<file path="src/rtl/spi_pkg.sv">
// Shared SPI definitions: frame-controller state encoding, command layout and
// default fill byte, used by the SPI slave, master and register controller.
package spi_pkg;

  localparam int          ADDR_W        = 7;
  localparam int          CMD_RW_BIT    = 7;
  localparam logic [7:0]  FILL_BYTE_DEF = 8'hFF;

  typedef enum logic [2:0] {
    S_IDLE,
    S_CMD,
    S_RD_REQ,
    S_RD_CAP,
    S_DATA
  } spi_state_e;

  // Addresses above the top of the register bank alias to the top register.
  function automatic logic [ADDR_W-1:0] addr_clamp(input logic [ADDR_W-1:0] addr,
                                                   input logic [ADDR_W-1:0] addr_max);
    return (addr > addr_max) ? addr_max : addr;
  endfunction

  function automatic logic [ADDR_W-1:0] addr_wrap_inc(input logic [ADDR_W-1:0] addr,
                                                      input logic [ADDR_W-1:0] addr_max);
    return (addr == addr_max) ? '0 : addr + 1'b1;
  endfunction

endpackage

</file>
<file path="src/rtl/spi_reg_ctrl.sv">
// Frame-level SPI command decoder driving a single-port register bank.
// Define SPI_REG_AUTOINC_EN for burst addressing; otherwise the address is held per frame.
module spi_reg_ctrl
  import spi_pkg::*;
#(
  parameter logic [ADDR_W-1:0] ADDR_MAX  = 7'd127,
  parameter logic [7:0]        FILL_BYTE = FILL_BYTE_DEF
) (
  input  logic              sys_clk,
  input  logic              sys_rst_n,
  input  logic              cs,
  input  logic              byte_done,
  input  logic [7:0]        byte_rx,
  output logic [7:0]        byte_tx,
  output logic [ADDR_W-1:0] reg_addr,
  output logic              reg_wr_en,
  output logic [7:0]        reg_wdata,
  output logic              reg_rd_en,
  input  logic [7:0]        reg_rdata,
  output logic              frame_active,
  output logic              err_overrun,
  input  logic              err_clr
);

  spi_state_e        state_q, state_d;
  logic [ADDR_W-1:0] addr_q, addr_d;
  logic              rw_q, rw_d;
  logic [7:0]        byte_tx_q, byte_tx_d;
  logic              wr_en_q, wr_en_d;
  logic [7:0]        wdata_q, wdata_d;
  logic              err_q, err_d;
  logic              frame_q;

  function automatic logic [ADDR_W-1:0] addr_step(input logic [ADDR_W-1:0] addr);
`ifdef SPI_REG_AUTOINC_EN
    return addr_wrap_inc(addr, ADDR_MAX);
`else
    return addr;
`endif
  endfunction

  always_comb begin
    // NOTE: every signal gets a default before the case so no path leaves one unassigned (no latches).
    state_d   = state_q;
    addr_d    = addr_q;
    rw_d      = rw_q;
    byte_tx_d = byte_tx_q;
    wr_en_d   = 1'b0;
    wdata_d   = wdata_q;
    err_d     = err_q;

    // Writes advance the address once the strobe cycle has presented it.
    if (wr_en_q) addr_d = addr_step(addr_q);

    unique case (state_q)
      S_IDLE: begin
        byte_tx_d = FILL_BYTE;
        if (!cs) state_d = S_CMD;
      end
      S_CMD: begin
        if (byte_done) begin
          rw_d    = byte_rx[CMD_RW_BIT];
          addr_d  = addr_clamp(byte_rx[ADDR_W-1:0], ADDR_MAX);
          state_d = byte_rx[CMD_RW_BIT] ? S_RD_REQ : S_DATA;
        end
      end
      S_RD_REQ: begin
        if (byte_done) err_d = 1'b1;
        state_d = S_RD_CAP;
      end
      S_RD_CAP: begin
        if (byte_done) err_d = 1'b1;
        byte_tx_d = reg_rdata;
        state_d   = S_DATA;
      end
      S_DATA: begin
        if (byte_done) begin
          if (rw_q) begin
            addr_d  = addr_step(addr_q);
            state_d = S_RD_REQ;
          end else begin
            wr_en_d = 1'b1;
            wdata_d = byte_rx;
          end
        end
      end
      default: state_d = S_IDLE;
    endcase

    // A byte completing as cs rises is still decoded above; only the follow-on fetch is dropped.
    if (cs) begin
      state_d   = S_IDLE;
      byte_tx_d = FILL_BYTE;
    end

    if (err_clr) err_d = 1'b0;
  end

  always_ff @(posedge sys_clk or negedge sys_rst_n) begin
    if (!sys_rst_n) begin
      state_q   <= S_IDLE;
      addr_q    <= '0;
      rw_q      <= 1'b0;
      byte_tx_q <= FILL_BYTE;
      wr_en_q   <= 1'b0;
      wdata_q   <= '0;
      err_q     <= 1'b0;
      frame_q   <= 1'b0;
    end else begin
      // NOTE: non-blocking assignments so every flop samples pre-edge values.
      state_q   <= state_d;
      addr_q    <= addr_d;
      rw_q      <= rw_d;
      byte_tx_q <= byte_tx_d;
      wr_en_q   <= wr_en_d;
      wdata_q   <= wdata_d;
      err_q     <= err_d;
      frame_q   <= !cs;
    end
  end

  assign byte_tx      = byte_tx_q;
  assign reg_addr     = addr_q;
  assign reg_wr_en    = wr_en_q;
  assign reg_wdata    = wdata_q;
  assign reg_rd_en    = (state_q == S_RD_REQ);
  assign frame_active = frame_q;
  assign err_overrun  = err_q;

endmodule
</file>
<file path="config.mk">
export PLATFORM = sky130hd
export DESIGN_NAME = spi_reg_ctrl
export DESIGN_NICKNAME = d
export VERILOG_FILES = /design/src/rtl/spi_pkg.sv /design/src/rtl/spi_reg_ctrl.sv
export SDC_FILE = /design/constraint.sdc
export NUM_CORES = 1
export LEC_CHECK = 0
export BUFFER_PORTS_ARGS = -buffer_cell sky130_fd_sc_hd__buf_2
export CAP_MARGIN = 5
export CORE_UTILIZATION = 43
export DETAILED_ROUTE_END_ITERATION = 6
export PLACE_DENSITY_LB_ADDON = 0.05
export SLEW_MARGIN = 20
export SYNTH_ARGS = -nofsm -noshare
export SYNTH_HDL_FRONTEND = slang
export SYNTH_SLANG_ARGS = --single-unit
</file>
<file path="constraint.sdc">
create_clock -name sys_clk -period 1.4 [get_ports sys_clk]
set_input_delay 0.21 -clock sys_clk [delete_from_list [all_inputs] [get_ports sys_clk]]
set_output_delay 0.21 -clock sys_clk [all_outputs]
set_load 0.01 [all_outputs]
</file>
==> reports/metrics.csv <==
stage;metric;value;unit
timing;rsz0062_at_grt;yes;
timing;period_needed;1.40;ns
worst_hold_path;min_from;err_clr;
outcome;status;finished with violations;
layout;fin_cells;193;
synth;synth_warnings;0;
drt;routed_wl;2790;µm
timing;setup_tns;-0.00220;ns
synth;synth_ff_type;dfrtp_1;
layout;antennaDiodeCount;0;
timing;hold_viol_final;0;
drt;postRouteAntennaNets;0;
timing;fin_worst_skew;0.0123;ns
timing;setup_ws;-0.00111;ns
floorplan;io_pins;48;
placement;dp_cells;181;
layout;drive_above_1_share;61.1;%
critical_path;cp-start-kind;flip-flop;
clocking;clkLatencyLatePin;0.32;ns
layout;layout_common_cells;buf_2 (47), dfrtp_1 (20), mux2_4 (11);
timing;worstMarginPinSlew;0.221;ns
synth;synth_top_area_share;41.8;%
global_routing;grt_max_degree;31;
drt;vias;1014;
clocking;cts_sinks;30;
drt;dr.pass1.iters;6;
layout;n_fill_cell;234;
synth;syn_nets;121;
clocking;h-tree-depth;2;
placement;dp_hpwl;1850;µm
synth;ys_seq_area_share;57.7;%
synth;netlist_instances;100;
clocking;ctsLongestPathBuffers;2;
synth;synth_seq_cells;30;
clocking;cts_buffers;5;
timing;relSlewSlack;85.3;%
timing;fmax;714;MHz
timing;final-setup-viol-count;2;
critical_path;cp-end-kind;flip-flop;
floorplan;start_util;46.6;%
critical_path;critPathKind;reg2reg;
floorplan;die_area;3290;µm²
floorplan;fp.dieW;57.4;µm
outcome;violations;design-rule violations, negative setup slack;
layout;final_common_cell;buf_2;
critical_path;r2r_start;state_q[1]$_DFFE_PN0P_;
global_routing;grt_pass1_wl;4520;µm
global_routing;grt_overflow_total;0;
clocking;root_buffer;clkbuf_4;
clocking;cts_tree;yes;
placement;io_buffers;47;
synth;synth.area.top_cells;dfrtp_1 (42%), dfstp_2 (16%), mux2_2 (14%), o32a_1 (6.1%), a21o_1 (5.7%);
synth;syn_area_per_cell;13.2;µm²
floorplan;coreArea;2830;µm²
layout;areaGrowthSynthToFinish;39.1;%
floorplan;rows;19;
drt;via_per_inst;5.25;
power;p_per_area;1220;nW/µm²
critical_path;worstPathRequired;1.61;ns
global_routing;grtUsageTotal;18.1;%
global_routing;grt_pass1_vias;974;
synth;synth_edf_count;0;
flow_run;cap_violations;0;
synth;post-synth-top-area-cell;dfrtp_1;
placement;gp_congestion;0.776;
timing;post-route-period-util;100;%
critical_path;crit_start;state_q[1]$_DFFE_PN0P_;
layout;fin_nets;182;
drt;post-route-drc-count;2;
global_routing;antenna_found_initial;0;
layout;fin_util;64.8;%
power;leakage;0.890;nW
clocking;clk_pin_slew_worst_paths;0.09;ns
drt;first_iter_violations;38;
worst_hold_path;holdCritPathClass;in2reg;
drt;wl_per_cell;14.4;µm
critical_path;cp_data_arrival_time;1.61;ns
power;ir_worst_vdd;0.801;mV
synth;synthArstFlopShare;100;%
critical_path;cp_max_fo;9;
floorplan;die_y;57.4;µm
synth;synth_cell_types;26;
timing;slew_viol_final;0;
synth;synth_area;1320;µm²
==> synth_stat cells (2+ instances only) <==
cell	n
nand2b_1	3
nor2_1	2
inv_1	2
o21bai_1	8
dfrtp_1	22
a21o_1	10
buf_2	2
clkbuf_1	3
o32a_1	8
a21oi_1	2
mux2_2	16
dfstp_2	8
==> final cells by class <==
cell class | instances | area (µm²) | area share (%)
Inverter | 3 | 16.3 | 0.887
Clock buffer | 7 | 55.1 | 3.00
Tap cell | 31 | 38.8 | 2.12
Sequential cell | 30 | 763 | 41.6
Timing Repair Buffer | 61 | 383 | 20.9
Multi-Input combinational cell | 60 | 572 | 31.2
Clock inverter | 1 | 5.00 | 0.273
==> repair_timing <==
action / 4_1_cts / 5_1_grt
pin swaps: 1 / 0
resized for setup: 9 / 12
endpoints found under the setup margin: 9 / 25
buffers inserted: 2 / 1
endpoints found under the hold margin: 22 / 0
hold buffers: 1 / 0
==> per-stage QoR <==
step / power (W) / worst slack, ns / hold slack (ns) / instance area, µm²
after CTS: 0.00220 / 0.00543 / 0.0192 / 1780
after detailed placement: 0.00165 / -0.0235 / 0.176 / 1670
after global routing: 0.00236 / -0.0359 / 0.0306 / 1830
final: 0.00223 / -0.00111 / 0.0370 / 1830
after global placement: 0.00163 / -0.0237 / 0.172 / 1670
after floorplan: 0.00139 / -0.0988 / -0.0856 / 1340
==> routing by layer <==
metal	up-vias	global-route usage, %	wire length, µm
met5	-	0	0
met4	0	4.18	22
met3	4	6.12	131
met2	30	27.9	1240
met1	492	24.8	1390
li1	488	-	-
==> registers in the layout (all words and copies together), names as in the netlist <==
register      flops
byte_tx           8
err_overrun       1
frame_active      1
reg_addr          7
reg_wdata         8
reg_wr_en         1
rw_q              1
state_q           3
==> power breakdown <==
part           total [W]  internal [W]  switching, W
clock           0.000528      0.000243      0.000284
combinational   0.000604      0.000346      0.000258
sequential       0.00110       0.00102     0.0000831
==> logic make-up (layout without fill, tap and decap cells) <==
logic type,after synthesis,count (layout),share of synthesized area [%]
buffers and inverters,10,72,3.32
AOI/OAI and AO/OA,30,30,17.9
and+or+nand+nor,14,14,7.31
DFF,30,30,57.7
muxes,16,16,13.7
==> final timing paths <==
kind                       slack, ns                        to  cells past startpoint
max in group asynchronous       0.79    byte_tx[0]$_DFFE_PN1P_                      3
max                           -0.001  reg_wdata[5]$_DFFE_PN0P_                      4
min                             0.04   err_overrun$_DFFE_PN0P_                      2
max reg2reg                   -0.001  reg_wdata[5]$_DFFE_PN0P_                      4
min reg2reg                     0.50   err_overrun$_DFFE_PN0P_                      2
min in group asynchronous       0.36   reg_addr[4]$_DFFE_PN0P_                      3
==> critical path, stage by stage (launching register included) <==
cell and delay, ns:
dfrtp_2 0.46, nor2_2 0.14, and4b_1 0.21, buf_6 0.16, mux2_2 0.33
Power figures use the tool's default switching activity.
